<file path="config.mk">
export PLATFORM = sky130hd
export DESIGN_NAME = forward_kinematics_flat
export DESIGN_NICKNAME = d
export VERILOG_FILES = /design/src/rtl/fk_pkg.sv /design/src/rtl/forward_kinematics_if.sv /design/src/rtl/cordic_rotate.sv /design/src/rtl/forward_kinematics.sv /design/src/flat_wrapper.sv
export SDC_FILE = /design/constraint.sdc
export NUM_CORES = 1
export LEC_CHECK = 0
export CAP_MARGIN = 20
export CORE_ASPECT_RATIO = 1.75
export CORE_MARGIN = 1
export CORE_UTILIZATION = 50
export DETAILED_ROUTE_END_ITERATION = 6
export PLACE_DENSITY = 0.68
export SYNTH_ARGS = -nofsm -noshare
export SYNTH_HDL_FRONTEND = slang
export SYNTH_SLANG_ARGS = --single-unit
</file>
<file path="constraint.sdc">
create_clock -name clk -period 16.5 [get_ports clk]
set_clock_uncertainty 0.1 [all_clocks]
set_input_delay 3.3 -clock clk [delete_from_list [all_inputs] [get_ports clk]]
set_output_delay 3.3 -clock clk [all_outputs]
set_load 0.1 [all_outputs]
</file>
<file path="src/rtl/fk_pkg.sv">
// fk_pkg: shared types and constants for the SCARA forward-kinematics block.
// Holds the FSM state enum, CORDIC gain/angle constants and the arctangent table.
package fk_pkg;

    localparam int AW = 13;
    localparam int LW = 14;
    localparam int PW = 16;
    localparam int XW = 20;

    typedef logic signed [AW-1:0] angle_t;
    typedef logic [LW-1:0]        len_t;
    typedef logic signed [PW-1:0] pos_t;
    typedef logic signed [XW-1:0] dp_t;

    typedef enum logic [2:0] {
        IDLE,
        PREP1,
        ROT1,
        PREP2,
        ROT2,
        SUM
    } fk_state_e;

    // 1/K of the CORDIC rotator in Q14
    localparam logic [13:0] KINV_Q14 = 14'd9949;

    localparam int HALF_PI = 2048;
    localparam int PI      = 4096;

    // round(atan(2^-i) * 32768 / pi)
    function automatic logic signed [15:0] atan_lut(input int i);
        case (i)
            0:       return 16'sd8192;
            1:       return 16'sd4836;
            2:       return 16'sd2555;
            3:       return 16'sd1297;
            4:       return 16'sd651;
            5:       return 16'sd326;
            6:       return 16'sd163;
            7:       return 16'sd81;
            8:       return 16'sd41;
            9:       return 16'sd20;
            10:      return 16'sd10;
            11:      return 16'sd5;
            12:      return 16'sd3;
            13:      return 16'sd1;
            14:      return 16'sd1;
            default: return 16'sd0;
        endcase
    endfunction

endpackage

</file>
<file path="src/rtl/forward_kinematics_if.sv">
// forward_kinematics_if: request/result bundle of the forward-kinematics block.
// master drives enable/th1/th2/l1/l2; slave returns busy/dataReady/x/y.
interface forward_kinematics_if;
    import fk_pkg::*;

    logic   enable;
    angle_t th1;
    angle_t th2;
    len_t   l1;
    len_t   l2;
    logic   busy;
    logic   dataReady;
    pos_t   x;
    pos_t   y;

    modport master (
        output enable, th1, th2, l1, l2,
        input  busy, dataReady, x, y
    );

    modport slave (
        input  enable, th1, th2, l1, l2,
        output busy, dataReady, x, y
    );

endinterface

</file>
<file path="src/rtl/cordic_rotate.sv">
// cordic_rotate: folds the angle into +-pi/2, pre-scales radius by 1/K, then rotates.
// Ports: clk, reset (async low), start, angle, radius -> done pulse, xo/yo result.
module cordic_rotate
    import fk_pkg::*;
#(
    parameter int ITER  = 16,
    parameter int FRAC  = 2,
    parameter int AFRAC = 3
) (
    input  logic   clk,
    input  logic   reset,
    input  logic   start,
    input  angle_t angle,
    input  len_t   radius,
    output logic   done,
    output dp_t    xo,
    output dp_t    yo
);

    localparam int CW = $clog2(ITER);
    localparam int ZW = AW + AFRAC;
    localparam int SH = 14 - FRAC;
    localparam logic [27:0] PRND = 28'(1) << (SH - 1);

    dp_t                  x_q, x_d, y_q, y_d;
    logic signed [ZW-1:0] z_q, z_d;
    logic [CW-1:0]        i_q, i_d;
    logic                 run_q, run_d;
    logic                 done_q, done_d;

    logic [27:0]          prod;
    logic signed [AW:0]   a_w;
    logic                 neg;
    dp_t                  x0, xs, ys;
    logic signed [ZW-1:0] z0, at;

    always_comb begin
        prod = 28'(radius) * 28'(KINV_Q14);
        x0   = XW'((prod + PRND) >> SH);
        a_w  = (AW+1)'(angle);
        neg  = 1'b0;
        // Fold into [-pi/2, pi/2]; the half-turn is absorbed by negating x0.
        if (a_w > (AW+1)'(HALF_PI)) begin
            a_w = a_w - (AW+1)'(PI);
            neg = 1'b1;
        end else if (a_w < -(AW+1)'(HALF_PI)) begin
            a_w = a_w + (AW+1)'(PI);
            neg = 1'b1;
        end
        if (neg) begin
            x0 = -x0;
        end
        z0 = ZW'(a_w) <<< AFRAC;

        xs = x_q >>> i_q;
        ys = y_q >>> i_q;
        at = ZW'(atan_lut(int'(i_q)));

        x_d    = x_q;
        y_d    = y_q;
        z_d    = z_q;
        i_d    = i_q;
        run_d  = run_q;
        done_d = 1'b0;

        if (start) begin
            x_d   = x0;
            y_d   = '0;
            z_d   = z0;
            i_d   = '0;
            run_d = 1'b1;
        end else if (run_q) begin
            if (z_q[ZW-1]) begin
                x_d = x_q + ys;
                y_d = y_q - xs;
                z_d = z_q + at;
            end else begin
                x_d = x_q - ys;
                y_d = y_q + xs;
                z_d = z_q - at;
            end
            i_d = i_q + CW'(1);
            if (i_q == CW'(ITER - 1)) begin
                run_d  = 1'b0;
                done_d = 1'b1;
            end
        end
    end

    always_ff @(posedge clk or negedge reset) begin
        if (!reset) begin
            x_q    <= '0;
            y_q    <= '0;
            z_q    <= '0;
            i_q    <= '0;
            run_q  <= 1'b0;
            done_q <= 1'b0;
        end else begin
            x_q    <= x_d;
            y_q    <= y_d;
            z_q    <= z_d;
            i_q    <= i_d;
            run_q  <= run_d;
            done_q <= done_d;
        end
    end

    assign done = done_q;
    assign xo   = x_q;
    assign yo   = y_q;

endmodule

</file>
<file path="src/rtl/forward_kinematics.sv">
// forward_kinematics: SCARA (th1, th2, l1, l2) -> (x, y) using one shared CORDIC.
// Ports: clk, reset (async low), bus (slave: enable/angles/lengths in, busy/dataReady/x/y out).
module forward_kinematics
    import fk_pkg::*;
#(
    parameter int ITER  = 16,
    parameter int FRAC  = 2,
    parameter int AFRAC = 3
) (
    input logic                 clk,
    input logic                 reset,
    forward_kinematics_if.slave bus
);

    localparam int CW = $clog2(ITER);
    localparam logic signed [XW:0] RHALF = (XW+1)'(1 << (FRAC - 1));
    localparam logic signed [XW:0] SMAX  = (XW+1)'(32767);
    localparam logic signed [XW:0] SMIN  = -(XW+1)'(32768);

    fk_state_e     state_q, state_d;
    angle_t        th1_q, th1_d, th2_q, th2_d;
    len_t          l1_q, l1_d, l2_q, l2_d;
    logic [CW-1:0] cnt_q, cnt_d;
    dp_t           acc_x_q, acc_x_d, acc_y_q, acc_y_d;
    pos_t          x_q, x_d, y_q, y_d;
    logic          busy_q, busy_d;
    logic          rdy_q, rdy_d;

    logic          start, done;
    angle_t        angle;
    len_t          radius;
    dp_t           xo, yo;

    // Round half away from zero, drop FRAC bits, clamp to 16 bits.
    function automatic pos_t round_sat(input dp_t v);
        logic signed [XW:0] m;
        logic signed [XW:0] r;
        m = v[XW-1] ? -(XW+1)'(v) : (XW+1)'(v);
        r = (m + RHALF) >>> FRAC;
        if (v[XW-1]) begin
            r = -r;
        end
        if (r > SMAX) begin
            return 16'sh7fff;
        end
        if (r < SMIN) begin
            return 16'sh8000;
        end
        return PW'(r);
    endfunction

    cordic_rotate #(
        .ITER  (ITER),
        .FRAC  (FRAC),
        .AFRAC (AFRAC)
    ) u_rot (
        .clk    (clk),
        .reset  (reset),
        .start  (start),
        .angle  (angle),
        .radius (radius),
        .done   (done),
        .xo     (xo),
        .yo     (yo)
    );

    always_comb begin
        state_d = state_q;
        th1_d   = th1_q;
        th2_d   = th2_q;
        l1_d    = l1_q;
        l2_d    = l2_q;
        cnt_d   = cnt_q;
        acc_x_d = acc_x_q;
        acc_y_d = acc_y_q;
        x_d     = x_q;
        y_d     = y_q;
        busy_d  = busy_q;
        rdy_d   = 1'b0;
        start   = 1'b0;
        angle   = th1_q;
        radius  = l1_q;

        unique case (state_q)
            IDLE: begin
                if (bus.enable) begin
                    th1_d   = bus.th1;
                    th2_d   = bus.th2;
                    l1_d    = bus.l1;
                    l2_d    = bus.l2;
                    acc_x_d = '0;
                    acc_y_d = '0;
                    busy_d  = 1'b1;
                    state_d = PREP1;
                end
            end
            PREP1: begin
                start   = 1'b1;
                cnt_d   = '0;
                state_d = ROT1;
            end
            ROT1: begin
                cnt_d = cnt_q + CW'(1);
                if (cnt_q == CW'(ITER - 1)) begin
                    state_d = PREP2;
                end
            end
            PREP2: begin
                // Rotation 1 result is stable here while rotation 2 is launched.
                start   = 1'b1;
                angle   = th1_q + th2_q;
                radius  = l2_q;
                acc_x_d = acc_x_q + xo;
                acc_y_d = acc_y_q + yo;
                state_d = ROT2;
            end
            ROT2: begin
                if (done) begin
                    acc_x_d = acc_x_q + xo;
                    acc_y_d = acc_y_q + yo;
                    state_d = SUM;
                end
            end
            SUM: begin
                x_d     = round_sat(acc_x_q);
                y_d     = round_sat(acc_y_q);
                busy_d  = 1'b0;
                rdy_d   = 1'b1;
                state_d = IDLE;
            end
            default: state_d = IDLE;
        endcase
    end

    always_ff @(posedge clk or negedge reset) begin
        if (!reset) begin
            state_q <= IDLE;
            th1_q   <= '0;
            th2_q   <= '0;
            l1_q    <= '0;
            l2_q    <= '0;
            cnt_q   <= '0;
            acc_x_q <= '0;
            acc_y_q <= '0;
            x_q     <= '0;
            y_q     <= '0;
            busy_q  <= 1'b0;
            rdy_q   <= 1'b0;
        end else begin
            state_q <= state_d;
            th1_q   <= th1_d;
            th2_q   <= th2_d;
            l1_q    <= l1_d;
            l2_q    <= l2_d;
            cnt_q   <= cnt_d;
            acc_x_q <= acc_x_d;
            acc_y_q <= acc_y_d;
            x_q     <= x_d;
            y_q     <= y_d;
            busy_q  <= busy_d;
            rdy_q   <= rdy_d;
        end
    end

    assign bus.busy      = busy_q;
    assign bus.dataReady = rdy_q;
    assign bus.x         = x_q;
    assign bus.y         = y_q;

endmodule

</file>
<file path="src/flat_wrapper.sv">
// flat-port wrapper written by rule: the top's interface ports become plain ports
module forward_kinematics_flat import fk_pkg::*;
#(
    parameter int ITER  = 16,
    parameter int FRAC  = 2,
    parameter int AFRAC = 3
)
  (clk, reset, bus_enable, bus_th1, bus_th2, bus_l1, bus_l2, bus_busy, bus_dataReady, bus_x, bus_y);
  forward_kinematics_if bus_i ();
  input logic clk;
  input logic reset;
  input wire logic [$bits(bus_i.enable)-1:0] bus_enable;
  input wire logic [$bits(bus_i.th1)-1:0] bus_th1;
  input wire logic [$bits(bus_i.th2)-1:0] bus_th2;
  input wire logic [$bits(bus_i.l1)-1:0] bus_l1;
  input wire logic [$bits(bus_i.l2)-1:0] bus_l2;
  output wire logic [$bits(bus_i.busy)-1:0] bus_busy;
  output wire logic [$bits(bus_i.dataReady)-1:0] bus_dataReady;
  output wire logic [$bits(bus_i.x)-1:0] bus_x;
  output wire logic [$bits(bus_i.y)-1:0] bus_y;
  assign bus_i.enable = bus_enable;
  assign bus_i.th1 = bus_th1;
  assign bus_i.th2 = bus_th2;
  assign bus_i.l1 = bus_l1;
  assign bus_i.l2 = bus_l2;
  assign bus_busy = bus_i.busy;
  assign bus_dataReady = bus_i.dataReady;
  assign bus_x = bus_i.x;
  assign bus_y = bus_i.y;
  forward_kinematics #(.ITER(ITER), .FRAC(FRAC), .AFRAC(AFRAC)) u_core (.clk(clk), .reset(reset), .bus(bus_i));
endmodule
</file>
==> results.md, run 1 <==
- The Yosys step of the flow raised 0 warnings.
- Max-cap violations in this run came to 0.
- Input and output buffers added on the ports amount to 90.
- The via count is 19870.
- The die span in x is 164.5 um.
- Counting distinct cell types in the post-synthesis netlist gives 101.
- The top fanout value on the critical path is 30.
- The synthesized netlist devotes 18.75% of its cell area to compound gates.
- The global placer's final weighted congestion is 0.9241.
- For this run, asynchronously set or reset flops after synthesis account for 100.0%.
- The post-CTS repair timing setup buffer count is 0.
- The critical path startpoint category is a register.
- The synthesized netlist cell count is 2648.
- After Yosys synthesis, full adders, half adders and majority gates account for 19.06% of the synthesized area.
- The worst path arrival time is 8960 ps.
- The dominant delay contributor by cell family on the critical path is adder cells.
- Using the TritonRoute via totals, the vias-per-cell ratio works out to 6.110.
- The number of hold violations in the final report is 0.
- The critical path is of the register to register type.
- The largest total area in the synthesized netlist belongs to dfrtp_1.
- Clock-pin slew was measured on the worst setup and hold paths at 90 ps.
- For the worst setup path, the data required time is 16780 ps.
- At the pin with the least slew margin, the transition time is 1033 ps.
- The post-cts hold buffer count is 0.
- The total global routing track utilization is 26.29%.
- The aggregate global routing overflow is 0.
- The first detailed-routing pass took 5 iterations.
- The number of clock sinks seen by CTS is 197.
- The path class of the lowest-slack min-delay path is register to register.
- The buffer cell driving the clock tree root is clkbuf_16.
- The summed instance area of the synthesized netlist is 0.02310 mm2.
- The share of the clock period used by the worst path is 52.60%.
- The share of synthesized area in the top cell type comes to 21.34%.
- Setup repair after global routing left no endpoint under its margin.
- The worst path buffer plus inverter count is 4.
- After synthesis, the largest family of logic cells by area is adder cells.
- The standard cell with the maximum stage delay on the critical path is dfrtp_1.
- The core area is 0.04536 mm2.
- The H-tree was split into 4 levels.
- The floorplan step set the die height to 286.3 um.
- The wire length per cell after detailed routing is 18.72 um.
- The endpoint type of the worst setup path is a register.
- Entering global routing, the biggest net connects 91 pins.
- Counting along the longest clock path gives a buffer depth of 2.
- The antenna diode count is 0.
- TritonCTS built the clock tree.
- Sorting the synthesized cells by area gives the leading types as dfrtp_1 (21%), ha_1 (12%), fa_1 (7.2%), xnor2_1 (5.0%), xor2_1 (3.9%).
- The portion of netlist area occupied by mux cells is 9.181%.
- The wire length of the first global-routing pass is 98.80 mm.
- The number of antenna-violating nets in the routed design is 0.
- In the routed design, unresolved DRC markers number 0.
- The simple-gate share of the synthesized area is 17.93%.
- The synthesized netlist devotes 8.905% of its cell area to XOR and XNOR gates.
- Synthesis produced a netlist with a net count of 3007.
- The final routed wirelength across all metal layers is 60.86 mm.
- The number of max-slew violations in the final report is 0.
- The detailed router finished its first iteration with 937 violations.
- The layout overhead on the synthesized area is 8.628%.
- At the end of the flow, the number of nets in the layout was 3021.
- The flow ran to the end, and the final reports show no timing, DRC or antenna violations.
- The number of gates resized after CTS is 0.
- The number of global-route vias before repair came to 20529.
- Among all flip-flop cells after synthesis, the most frequent one is dfrtp_1.
- The floorplan step defined a die boundary enclosing 0.04710 mm2.
- Synthesis inferred 197 register bits.
- The synthesized design contains 0 enable-type register cells.
- Traced cell by cell, the critical path runs through nand3b_1 -> buf_4 -> mux2i_1 -> inv_1 -> fa_1 -> inv_1 -> fa_1 -> inv_1 -> fa_1 -> fa_1 -> fa_1 -> fa_1 -> ha_1 -> a211oi_1 -> nand2b_1 -> a21oi_1 -> nor3b_1 -> xnor2_1 -> o2111a_1 -> nand4bb_1 -> o41ai_1 -> a2bb2oi_1 -> a21boi_0 -> o31ai_1.
- The initial antenna violation count is 0.
- The initial utilization of the core area, before any placement, comes to 50.92%.
- The part of the Yosys area used for sequential elements is 21.34%.
- The cell occurring most often along the worst timing path is fa_1.
- The HPWL after detailed placement is 48.14 mm.
- Setup violations remaining at the end of the flow were counted as 0.
- The final total negative setup slack is 0 ps.
- Measured against its own limit, the worst slew margin works out to 30.57%.
- Dividing the synthesized area by the synthesized cell count gives 8.723 um2.
- For the finished layout, the period the worst path requires is 8680 ps.
- In this design, the stage delay of the slowest critical-path cell is 690 ps.
- The clock reaches the later pin of the worst-skew pair after 480 ps.
- The upper clock frequency limit is 115.2 MHz.
- After floorplanning, the core was divided into 103 placement rows.
- The number of ports placed on the die boundary is 91.
- Counting the buffers created by CTS gives 17.
- The post-route netlist has 8.187% of its cells at a drive strength greater than 1.
[worst reg2reg max path: cells and delay by family, from the launching register on]
| family | cells | cell delay (ps) |
|---|---|---|
| multiplexers | 1 | 600 |
| buffers and inverters | 4 | 740 |
| adder cells (fa/ha/maj) | 7 | 3330 |
| AO/OA/AOI/OAI | 7 | 2030 |
| XOR/XNOR | 1 | 310 |
| flip-flops | 1 | 690 |
| AND/OR/NAND/NOR | 4 | 790 |
[layout by cell type (no fill, tap or decap), types with 37 or more instances in the layout]
master / n
a21o_1: 37
a21oi_1: 170
a31oi_1: 42
clkdlybuf4s50_1: 89
dfrtp_1: 195
fa_1: 83
ha_1: 219
inv_1: 161
mux2_2: 68
mux2i_1: 53
nand2_1: 202
nand2b_1: 39
nand3_1: 48
nor2_1: 224
nor3_1: 72
o21ai_0: 119
xnor2_1: 131
xor2_1: 102
[kinds of logic (layout without fill, tap and decap cells)]
family / count (synthesis) / in the layout
flip-flops: 197 / 197
XOR/XNOR: 234 / 234
multiplexers: 158 / 158
adder cells (fa/ha/maj): 302 / 302
AND/OR/NAND/NOR: 820 / 820
buffers and inverters: 288 / 315
AO/OA/AOI/OAI: 649 / 649
[path summary, 6_finish.rpt]
kind	start	endpoint	slack, ps	cells past startpoint
setup / recovery	u_core.state_q[2]	u_core.u_rot.xo[12]	7820	24
max in group asynchronous	reset	u_core.l1_q[13]	11490	3
min in group asynchronous	reset	u_core.bus.x[8]	2820	1
setup reg to reg	u_core.state_q[2]	u_core.u_rot.xo[12]	7820	24
hold reg to reg	u_core.bus.x[14]	u_core.bus.x[14]	390	2
hold / removal	u_core.bus.x[14]	u_core.bus.x[14]	390	2
[per-stage QoR]
stage	instances	util, %	setup WS [ps]	instance area (um2)	hold WS [ps]
2_1_floorplan	2648	-	8219	23100	380.0
3_3_place_gp	3219	53.93	8107	24470	362.1
3_5_place_dp	3219	53.93	7888	24470	371.0
4_1_cts	3251	55.30	7891	25090	393.1
5_1_grt	3252	55.32	7287	25090	431.0
6_report	3252	55.32	7820	25090	386.5
[synth_stat cells, drive strengths merged, types with 21 or more instances]
library cell and number:
o21ai 123, mux2 68, mux4 36, inv 161
nor3 74, a21o 37, dfrtp 197, nor2b 34
and2 28, a211oi 36, xor2 103, buf 29
nand3 48, nor2 228, ha 219, xnor2 131
nand2 204, nand2b 39, and3 26, fa 83
o31ai 31, a31oi 42, mux2i 54, a21oi 172
clkbuf 95, a22o 26, or3 29, o21a 21
[cell type report]
| cell class | instances | area (um2) |
|---|---|---|
| well taps | 577 | 721.9 |
| clock inverters | 15 | 193.9 |
| clock buffers | 17 | 425.4 |
| flip-flops and latches | 197 | 4932 |
| inverters | 164 | 615.6 |
| multi-input cells | 2163 | 17080 |
| fillers | 4156 | 20270 |
| repair buffers | 119 | 1122 |
[sequential cells by signal, indices dropped and copies added, names as in the netlist, 14 cells and up]
register and cells:
u_core.acc_x_q 20, u_core.acc_y_q 20, u_core.u_rot.xo 20, u_core.u_rot.yo 20, u_core.bus.x 16, u_core.bus.y 16
u_core.u_rot.z_q 16, u_core.l1_q 14, u_core.l2_q 14
[routing by layer]
metal,GRT usage [%],up-vias,part of all wire (%)
met2,53.22,434,57
met1,25.00,9653,35
li1,-,9604,-
met5,0,-,0
met4,14.59,0,5.3
met3,2.399,179,2.4
Power of run 1 is not shown: default switching activity piles up to over one toggle a cycle in this logic, so the estimate is an artifact.
==> run 2, diff against run 1 <==
==> constraint.sdc (replaced) <==
create_clock -name clk -period 8.7 [get_ports clk]
set_clock_uncertainty 0.1 [all_clocks]
set_input_delay 1.74 -clock clk [delete_from_list [all_inputs] [get_ports clk]]
set_output_delay 1.74 -clock clk [all_outputs]
set_load 0.1 [all_outputs]
==> run 2 against run 1 <==
Critical path depth rose by 3. Sequential cell count did not move. Worst setup slack got worse by 7200 ps. Cell count rose by 0.15%. First-iteration DRC count rose by 15%. Die area is the same. Register-to-register slack got worse by 7200 ps. Routed wire length down 1.9%. Worst hold slack better by 5.1 ps. Sequential share of layout area shrank 0.057 points. Fmax increased by 6.9%. Critical path type unchanged.
==> results.md, run 2 (synthesis gave the netlist of run 1 again) <==
- The endpoint type of the worst setup path is a register.
- The global routing stage identified its most utilized layer as met2.
- The number of rows in the core area is 103.
- The share of layout cells above drive strength 1 is 8.433%.
- Wires add up to 59.70 mm.
- The launch point of the worst path is u_core.state_q[0].
- Along the worst path, the maximum fanout reaches 30.
- The final non-filler cell area is 0.02517 mm2.
- The via count is 19895.
- The fraction of met3 tracks used by global routing is 2.414%.
- 0 antenna diodes ended up in the layout.
- The H-tree was split into 4 levels.
- The first global-routing pass estimated 96.54 mm of wire.
- The die is 286.3 um tall.
- The minimum clock period after layout is 8116 ps.
- For this configuration, the core starts out at a cell density of 50.92%.
- The worst path uses 93.29% of the clock period.
- The final layout contains 3026 nets.
- Clock-pin slew was measured on the worst setup and hold paths at 90 ps.
- The global placer's final weighted congestion is 0.9282.
- The most common cell after layout, fill and taps aside is nor2_1.
- Entering global routing, the biggest net connects 97 pins.
- Timing would allow up to 123.2 MHz.
- In this run the clock root is driven by a clkbuf_16.
- The source of the worst register-to-register timing path is u_core.state_q[0].
- The number of hold violations in the final report is 0.
- The final total negative setup slack is 0 ps.
- The detailed router finished its first iteration with 1082 violations.
- The number of max-slew violations in the final report is 0.
- Leaving out fill and tap cells, the most frequent cells in the layout are nor2_1 (224), ha_1 (219), nand2_1 (202).
- The HPWL after detailed placement is 47.00 mm.
- The setup-violating endpoint count in the final report is 0.
- In this run the standard cell core region covers 0.04536 mm2.
- In this run the most critical hold path is launched from u_core.bus.y[15].
- In the final routed layout, each cell accounts on average for 18.33 um.
- The path class of the lowest-slack min-delay path is register to register.
- The initial antenna violation count came to 0.
- The number of buffers added on ports is 90.
- The DRC violations left is 0.
- The required time reported for the critical path endpoint is 8970 ps.
- The number of detailed-route iterations in the first pass is 5.
- The met2 demand-to-capacity share in global routing is 51.97%.
- The transition time at the pin with the least slew margin is 1026 ps.
- The number of antenna-violating nets in the routed design is 0.
- The layout overhead on the synthesized area is 8.943%.
- After detailed routing, the number of vias per cell comes to 6.108.
- The worst path arrival time is 8390 ps.
- The classification of the worst setup path is register to register.
- The number of global-route vias before repair is 20025.
- After clock tree synthesis, the flow added hold-fix buffers numbering 0.
- The total global routing track utilization is 25.58%.
- The clock latency on the worst-skew pair is 490 ps.
- The TritonCTS clock tree is done.
- Summed over all layers, the global routing overflow is 0.
- The die span in x is 164.5 um.
- TritonCTS created 17 clock buffers.
- 91 I/O pins were placed.
- In this run the tightest slew margin relative to its limit is 31.39%.
- The number of buffers on the longest clock path is 2.
- For this design, the sink count on the clock tree is 197.
- For this run, global-route usage on met1 was measured as 24.46%.
- The instance area at placement is 0.02450 mm2.
- Setup repair after global routing left no endpoint under its margin.
- The flow ran to the end, and the final reports show no timing, DRC or antenna violations.
- The number of maximum-capacitance constraint violations is 0.
- The floorplan die area is 0.04710 mm2.
- STA classifies the critical path startpoint as a register.
run 2: changes by cell type in the layout (fill, tap and decap cells not counted), sizes merged:
cell / change
buf: +5
clkinv: -2
clkinvlp: -1
inv: +3
run 2: area by class of cell:
class	instances	area, um2
Tap cell	577	721.9
Timing Repair Buffer	124	1160
Fill cell	4137	20200
Sequential cell	197	4932
Clock buffer	17	425.4
Multi-Input combinational cell	2163	17090
Inverter	164	615.6
Clock inverter	15	220.2
run 2: path summary, 6_finish.rpt:
| check | endpoint | slack, ps | cells past startpoint |
|---|---|---|---|
| max | u_core.u_rot.xo[12] | 580 | 27 |
| min | u_core.bus.y[15] | 390 | 2 |
| max reg2reg | u_core.u_rot.xo[12] | 580 | 27 |
| min reg2reg | u_core.bus.y[15] | 390 | 2 |
| max in group asynchronous | u_core.u_rot.i_q[0] | 5920 | 2 |
| min in group asynchronous | u_core.bus.y[14] | 1210 | 1 |
run 2: through the flow:
step / hold WS (ps) / setup slack, ps / cells / util (%)
final: 391.6 / 584.2 / 3257 / 55.47
after global routing: 427.4 / 15.04 / 3257 / 55.47
after CTS: 393.3 / 450.8 / 3256 / 55.44
after detailed placement: 374.4 / 481.6 / 3224 / 54.02
after global placement: 360.0 / 638.1 / 3224 / 54.02
after floorplan: 380.0 / 418.9 / 2648 / -
run 2: metal layers:
| layer | share of wire [%] | wire, um |
|---|---|---|
| met1 | 35 | 20880 |
| met2 | 58 | 34590 |
| met3 | 2.4 | 1430 |
| met4 | 4.7 | 2802 |
| met5 | 0 | 0 |
run 2: critical path, stage by stage (launching register included):
cell and delay, ps:
dfrtp_1 570, nand3b_1 170, buf_4 380, mux2i_1 350, inv_1 240, fa_1 540
fa_1 530, inv_1 60, fa_1 490, inv_1 40, fa_1 470, inv_1 50
fa_1 480, ha_1 320, ha_1 220, nor4_1 210, o21ai_1 160, a31oi_1 400
nor2b_1 120, nor2_1 130, xor2_1 200, ha_1 220, o2111a_1 280, nand4bb_1 240
o41ai_1 420, a2bb2oi_1 230, a21boi_0 120, o31ai_1 220
run 2: what timing repair did:
item	in CTS	in global routing
setup buffers	0	0
gates resized for setup	0	2
setup endpoints to repair	0	3
Power of run 2 is left out for the same reason.
==> run 3, diff against run 2 <==
--- a/config.mk
+++ b/config.mk
@@ -14,3 +14,4 @@
 export SYNTH_ARGS = -nofsm -noshare
 export SYNTH_HDL_FRONTEND = slang
 export SYNTH_SLANG_ARGS = --single-unit
+export TNS_END_PERCENT = 50
==> results of run 3 <==
The final DEF is identical to that of run 2; final timing and power are the same.
Power of run 3 is left out for the same reason.
